File: src/rtl/serial_sub_pkg.sv
// Shared definitions for the bit-serial subtractor: FSM state encoding and
// the bit-counter width helper.
package serial_sub_pkg;

    typedef enum logic [1:0] {
        IDLE  = 2'd0,
        SHIFT = 2'd1,
        DONE  = 2'd2
    } state_t;

    // Counter wide enough to hold WIDTH-1 without wrapping, with one bit spare.
    function automatic int cnt_width(input int w);
        return $clog2(w) + 1;
    endfunction

endpackage

File: src/rtl/serial_subtractor_fs.sv
// Combinational full-subtractor cell: d = x - y - bin, with borrow out.
// Mirror of the adder datapath's full-adder cell.
module full_subtractor (
    input  logic x,
    input  logic y,
    input  logic bin,
    output logic d,
    output logic bout
);

    assign d    = x ^ y ^ bin;
    assign bout = (~x & y) | (~(x ^ y) & bin);

endmodule

File: src/rtl/serial_subtractor.sv
// Bit-serial, LSB-first unsigned subtractor: diff = a - b, bout = (a < b).
// One full-subtractor slice is iterated over WIDTH clock edges.
// Optional feature macro: SERIAL_SUB_OVF_EN adds a registered signed
// overflow output 'ovf' held alongside diff.
module serial_subtractor
    import serial_sub_pkg::*;
#(
    parameter int WIDTH = 8
) (
    input  logic             clk,
    input  logic             rst_n,
    input  logic             start,
    input  logic [WIDTH-1:0] a,
    input  logic [WIDTH-1:0] b,
    output logic             busy,
    output logic             done,
    output logic [WIDTH-1:0] diff,
    output logic             bout
`ifdef SERIAL_SUB_OVF_EN
    ,
    output logic             ovf
`endif
);

    localparam int CW = cnt_width(WIDTH);

    state_t           r_state;
    logic [WIDTH-1:0] r_a;
    logic [WIDTH-1:0] r_b;
    logic [WIDTH-1:0] r_dsh;
    logic             r_borrow;
    logic [CW-1:0]    r_cnt;
    logic             r_busy;
    logic             r_done;
    logic [WIDTH-1:0] r_diff;
    logic             r_bout;

    logic             w_d;
    logic             w_bout;
    logic             w_last;
    logic             w_accept;
    logic [WIDTH-1:0] w_dsh_next;

`ifdef SERIAL_SUB_OVF_EN
    logic             r_sa;
    logic             r_sb;
    logic             r_ovf;
`endif

    full_subtractor u_fs (
        .x    (r_a[0]),
        .y    (r_b[0]),
        .bin  (r_borrow),
        .d    (w_d),
        .bout (w_bout)
    );

    // New difference bit enters at the MSB; earlier bits move toward the LSB.
    assign w_dsh_next = (r_dsh >> 1) | (WIDTH'(w_d) << (WIDTH - 1));
    assign w_last     = (r_cnt == CW'(WIDTH - 1));
    // start is honoured only when no operation is in flight (IDLE or DONE).
    assign w_accept   = start && ((r_state == IDLE) || (r_state == DONE));

    // Control FSM plus serial datapath; result registers only load on completion.
    always_ff @(posedge clk or negedge rst_n) begin
        if (!rst_n) begin
            r_state  <= IDLE;
            r_a      <= '0;
            r_b      <= '0;
            r_dsh    <= '0;
            r_borrow <= 1'b0;
            r_cnt    <= '0;
            r_busy   <= 1'b0;
            r_done   <= 1'b0;
            r_diff   <= '0;
            r_bout   <= 1'b0;
`ifdef SERIAL_SUB_OVF_EN
            r_sa     <= 1'b0;
            r_sb     <= 1'b0;
            r_ovf    <= 1'b0;
`endif
        end else begin
            r_done <= 1'b0;
            if (w_accept) begin
                r_state  <= SHIFT;
                r_a      <= a;
                r_b      <= b;
                r_dsh    <= '0;
                r_borrow <= 1'b0;
                r_cnt    <= '0;
                r_busy   <= 1'b1;
`ifdef SERIAL_SUB_OVF_EN
                r_sa     <= a[WIDTH-1];
                r_sb     <= b[WIDTH-1];
`endif
            end else begin
                case (r_state)
                    IDLE: begin
                        r_state <= IDLE;
                    end
                    SHIFT: begin
                        r_a      <= r_a >> 1;
                        r_b      <= r_b >> 1;
                        r_borrow <= w_bout;
                        r_dsh    <= w_dsh_next;
                        r_cnt    <= r_cnt + 1'b1;
                        if (w_last) begin
                            r_state <= DONE;
                            r_busy  <= 1'b0;
                            r_done  <= 1'b1;
                            r_diff  <= w_dsh_next;
                            r_bout  <= w_bout;
`ifdef SERIAL_SUB_OVF_EN
                            // Final bit computed this edge is the result's sign.
                            r_ovf   <= (r_sa ^ r_sb) & (w_d ^ r_sa);
`endif
                        end
                    end
                    DONE: begin
                        r_state <= IDLE;
                    end
                    default: begin
                        r_state <= IDLE;
                        r_busy  <= 1'b0;
                    end
                endcase
            end
        end
    end

    assign busy = r_busy;
    assign done = r_done;
    assign diff = r_diff;
    assign bout = r_bout;
`ifdef SERIAL_SUB_OVF_EN
    assign ovf  = r_ovf;
`endif

endmodule
File: config.mk
export PLATFORM = sky130hd
export DESIGN_NAME = serial_subtractor
export DESIGN_NICKNAME = d
export VERILOG_FILES = /design/src/rtl/serial_sub_pkg.sv /design/src/rtl/serial_subtractor_fs.sv /design/src/rtl/serial_subtractor.sv
export SDC_FILE = /design/constraint.sdc
export NUM_CORES = 1
export LEC_CHECK = 0
export ABC_AREA = 1
export BUFFER_PORTS_ARGS = -buffer_cell sky130_fd_sc_hd__buf_2
export CAP_MARGIN = 20
export CELL_PAD_IN_SITES_DETAIL_PLACEMENT = 0
export CELL_PAD_IN_SITES_GLOBAL_PLACEMENT = 1
export CORE_MARGIN = 2
export CORE_UTILIZATION = 45
export CTS_BUF_LIST = sky130_fd_sc_hd__clkbuf_16
export CTS_CLUSTER_DIAMETER = 50
export CTS_CLUSTER_SIZE = 40
export DETAILED_ROUTE_END_ITERATION = 10
export GPL_TIMING_DRIVEN = 0
export PLACE_DENSITY = 0.81
export SYNTH_ARGS = -nofsm -noshare
export SYNTH_HDL_FRONTEND = slang
export SYNTH_HIERARCHICAL = 1
export SYNTH_SLANG_ARGS = --single-unit
export TNS_END_PERCENT = 30
File: constraint.sdc
create_clock -name clk -period 2.6 [get_ports clk]
set_clock_uncertainty 0.2 [all_clocks]
set_input_delay 0.65 -clock clk [delete_from_list [all_inputs] [get_ports clk]]
set_output_delay 0.65 -clock clk [all_outputs]
set_load 0.1 [all_outputs]
# [Word-level counts from Yosys, hierarchy flattened]
# Index checks and enable logic that the tools add are counted.
[word_totals] regBits=42 latch_bits=0 ramBits=0 mem_bits_ro=0 inputBits=19 output_inout_bits=11 n_memories=0
[classes] addsub=1 mul=0 div=0 magnitude_cmp=0 n_eq_ne=5 n_shift=0 n_mux=19 bitwise=9 reduce_logical=7
[op_table] cell="two-way mux 8 bit" count=6
[op_table] cell="two-way mux 4 bit" count=2
[op_table] cell="bitwise OR 7 x 8 -> 8 bit" count=1
[op_table] cell="two-way mux 1 bit" count=7
[op_table] cell="two-way mux 2 bit" count=3
[op_table] cell="adder 4 x 1 -> 4 bit, second input constant" count=1
[op_table] cell="== test 4 x 3 -> 1 bit, second input constant" count=1
[op_table] cell="inequality test 3 bit, second input constant" count=1
[op_table] cell="NOT 1 bit" count=3
[op_table] cell="AND reduction 3 bit" count=1
[op_table] cell="bitwise AND 1 bit" count=2
[op_table] cell="== test 2 x 1 -> 1 bit, second input constant" count=1
[op_table] cell="== test 2 bit, second input constant" count=1
[op_table] cell="zero test 2 bit" count=1
[op_table] cell="inequality test 2 x 1 -> 1 bit, second input constant" count=1
[op_table] cell="case mux 1 bit (2 select lines)" count=1
[op_table] cell="AND reduction 2 bit" count=1
[op_table] cell="nonzero test 2 bit" count=1
[op_table] cell="OR reduction 2 bit" count=1
[op_table] cell="XOR 1 bit" count=2
[op_table] cell="logical AND 1 bit" count=1
[op_table] cell="logical OR 1 bit" count=1
[op_table] cell="bitwise OR 1 bit" count=1

# [Depth between registers and ports, before layout]
[logic_depth] word_depth=6 ltp_mapped=7 ltp_nobuf=6

# [By module]
# The synthesis kept the hierarchy.
[modules_own_cells] mod="serial_subtractor" instances=1 cells_per_inst=204 area_per_inst_um2=1825.5 seq_area_each_um2=1026.0
[modules_own_cells] mod="full_subtractor" instances=1 cells_per_inst=4 area_per_inst_um2=31.3 seq_area_each_um2=0.0

# [Least setup slack after synthesis]
# No wires, ideal clock.
[synth_path] path_kind="reg2out" start="reg r_busy, in the netlist busy" end="out busy" arrival_time_ns=0.898 required_ns=1.750 setup_slack_ns=0.852 path_stages_with_launch=1 path_buffers=0 path_cell_list="dfrtp_1"
[synth_lines] element="start: declaration" line="serial_subtractor.sv:33" source="logic r_busy;"
[synth_lines] element="start signal: assignment" line="serial_subtractor.sv:73" source="r_busy <= 1'b0;"
[synth_lines] element="start signal: assignment" line="serial_subtractor.sv:91" source="r_busy <= 1'b1;"
[synth_lines] element="start signal: assignment" line="serial_subtractor.sv:109" source="r_busy <= 1'b0;"
[synth_lines] element="end: declaration" line="serial_subtractor.sv:15" source="output logic busy,"
# No word-level cell between the ends.

# [Worst setup path in the final report]
[layout_path] start="reg r_busy, in the netlist busy" end="out busy"
# No word-level cell between the ends.

==> impl_metrics.env <==
export IMPL_synth_top_family_by_area="simple AND/OR/NAND/NOR gates"
export IMPL_multi_input_comb_area_sq_um=659
export IMPL_path_class="reg -> out"
export IMPL_timing_max_transition_violations_final=0
export IMPL_netlist_instances=208
export IMPL_dp_hpwl_mm=2.31
export IMPL_dr_total_vias=1339
export IMPL_std_cell_rows=23
export IMPL_power_density_nw_per_um2=1500
export IMPL_synth_warning_count=6
export IMPL_cts_sinks=41
export IMPL_critical_path_required_ps=1750
export IMPL_worst_path_largest_cell_delay_ps=430
export IMPL_post_synth_and_or_nand_nor_area_fraction_pct=25.6
export IMPL_pre_cts_ws_ps=756
export IMPL_globalRoute_busiestLayer="met2"
export IMPL_crit_path_cell_trace="buf_2"
export IMPL_die_x_um=68.2
export IMPL_yosys_mux_area_fraction_pct=0
export IMPL_start_util_pct=46.8
export IMPL_min_path_type="reg -> reg"
export IMPL_tritoncts="yes"
export IMPL_chipHeight_um=68.2
export IMPL_cts_setup_buffers=0
export IMPL_unrepaired_setup_endpoints_after_global_routing="no"
export IMPL_initial_antenna_violation_count=0
export IMPL_detail_route_iter0_violations=115
export IMPL_seqCellArea_sq_um=1030
export IMPL_maxClockFrequency_mhz=527
export IMPL_fin_nets=265
export IMPL_route_detailed_vias_per_inst=4.54
export IMPL_seq_area_frac_synth_pct=55.3
export IMPL_run_status="finished, final reports clean"
export IMPL_final_antenna_net_count=0
export IMPL_drt_wl_total_mm=3.40
export IMPL_synth_nets=229
export IMPL_relSlewSlack_pct=39.5
export IMPL_tritoncts_buffer_count=5
export IMPL_worstMarginPinSlew_ps=907
export IMPL_finalWorstSetupSlack_ps=703
export IMPL_number_of_distinct_standard_cells_referenced_by_the_synthesized_netlist=23
export IMPL_synth_compound_area_share_pct=8.15
export IMPL_detailedRoute_firstPassIterationCount=4
export IMPL_fill_cells=365
export IMPL_final_setup_viol_count=0
export IMPL_most_common_layout_cells="93 x nand2_1, 41 x dfrtp_1, 30 x buf_2, 22 x inv_1"
export IMPL_cts_hold_repair_buffers=0
export IMPL_cts_root_buf="clkbuf_16"
export IMPL_max_vdd_ir_drop_v=0.000557
export IMPL_endpoint_class_of_the_critical_path="output port"
export IMPL_final_layout_size_suffix_gt1_share_pct=24.9
export IMPL_finish_utilization_pct=56.1
export IMPL_grtUsageTotal_pct=17.0
export IMPL_design_die_area_sq_um=4660
export IMPL_largest_net_degree_at_the_start_of_global_routing=42
export IMPL_clkSlewWorstSetupHoldPaths_ps=60
export IMPL_post_synth_fa_ha_maj_area_fraction_pct=1.75
export IMPL_met1_usage_pct=20.1
export IMPL_worst_skew_pair_later_pin_latency_ps=280
export IMPL_finalHoldViolations=0
export IMPL_pin_count=30
export IMPL_yosys_most_used_dff="dfrtp_1"
export IMPL_buffer_ports_inserted=29
export IMPL_cp_start_kind="register"
export IMPL_final_min_clock_period_ps=1900
export IMPL_asyncSetResetFlopFracSynth_pct=100
export IMPL_area_growth_synth_to_final_pct=19.9
export IMPL_ant_diodes=0
export IMPL_syn_avg_cell_area_sq_um=8.93
export IMPL_cts_resized_gates=0
export IMPL_core_area_sq_um=3970
export IMPL_synth_xor_area_share_pct=0
export IMPL_design_power_total_w=0.00335
export IMPL_post_drt_wl_per_cell_um=11.5
export IMPL_final_period_utilization_pct=73.0
export IMPL_r2r_slack_ps=1090
export IMPL_h_tree_levels=2
export IMPL_critical_path_top_delay_family="buffers and inverters"
export IMPL_crit_path_max_fanout=2
export IMPL_globalRoute_totalOverflow=0
export IMPL_syn_area_sq_um=1860
export IMPL_number_of_enable_flip_flop_cells_after_synthesis=0
export IMPL_leakagePower_nw=1.23
export IMPL_synth_seq_cells=41
export IMPL_grtUsageMet3_pct=5.43
export IMPL_route_detailed_drc=0
export IMPL_clk_path_buf_depth=2
export IMPL_hold_worst_slack_ps=271
export IMPL_worstPathArrival_ps=1050
export IMPL_setup_total_neg_slack_ps=0
export IMPL_place_gp_congestion=0.757
export IMPL_met2_usage_pct=28.9
export IMPL_cp_slowest_cell="buf_2"
export IMPL_critical_path_n_buffers_inverters=1
export IMPL_number_of_global_route_vias_before_repair=1255
export IMPL_cap_viol_max_count=0
export IMPL_mostFrequentLayoutCell="nand2_1"
export IMPL_first_pass_grt_wire_length_mm=5.64
## state kept, by name, indices dropped and copies added, names as in the netlist
register  count
diff          8
busy          1
r_borrow      1
r_dsh         7
done          1
r_b           8
r_a           8
bout          1
r_state       2
r_cnt         4
## Yosys cell counts (2+ instances only)
library cell / number / share of area, %
o21ai_2: 9 / 4.2
o21ai_0: 2 / 0.54
buf_4: 2 / 0.81
nand3_1: 9 / 2.4
nor2_1: 4 / 0.81
nand2_1: 93 / 19
nand2_4: 2 / 1.2
inv_2: 2 / 0.40
dfrtp_1: 41 / 55
buf_6: 5 / 3.0
inv_1: 21 / 4.2
o22ai_1: 7 / 2.4
## cell families (layout without fill, tap and decap cells)
| family | after synthesis | count (layout) |
|---|---|---|
| simple gates | 112 | 112 |
| buf+inv | 32 | 69 |
| flops | 41 | 41 |
| fa+ha+maj | 2 | 2 |
| compound gates | 21 | 21 |
## area by class of cell
class / instances / area share (%)
Clock buffer: 5 / 5.62
Clock inverter: 3 / 1.69
Timing Repair Buffer: 29 / 6.52
Inverter: 24 / 4.27
Tap cell: 50 / 2.81
Buffer: 8 / 3.43
Multi-Input combinational cell: 135 / 29.6
Sequential cell: 41 / 46.1
## per-layer routing
layer	share of wire, %	vias to the layer above
met4	0.88	0
li1	-	713
met1	46	599
met5	0	-
met3	3.6	4
met2	49	23
## path summary, 6_finish.rpt
check,from,end,cells after the start
max,busy$_DFFE_PN0P_,busy,1
min in group asynchronous,rst_n,done$_DFF_PN0_,1
max reg2reg,r_state[0]$_DFFE_PN0P_,r_a[5]$_DFFE_PN0P_,6
min reg2reg,r_b[7]$_DFFE_PN0P_,r_b[7]$_DFFE_PN0P_,2
min,r_b[7]$_DFFE_PN0P_,r_b[7]$_DFFE_PN0P_,2
max in group asynchronous,rst_n,r_a[1]$_DFFE_PN0P_,1
## power by group
group | leakage, nW | internal, W | total [W] | switching [W]
sequential | 0.521 | 0.000916 | 0.00106 | 0.000141
clock | 0.0826 | 0.000446 | 0.000680 | 0.000235
combinational | 0.625 | 0.000429 | 0.00161 | 0.00118
## through the flow
step,cell area (sq um),std cells
floorplan,1860,208
CTS,2230,295
global route,2230,295
finish,2230,295
global placement,2060,287
detailed placement,2060,287
(Power assumes the default switching activity.)
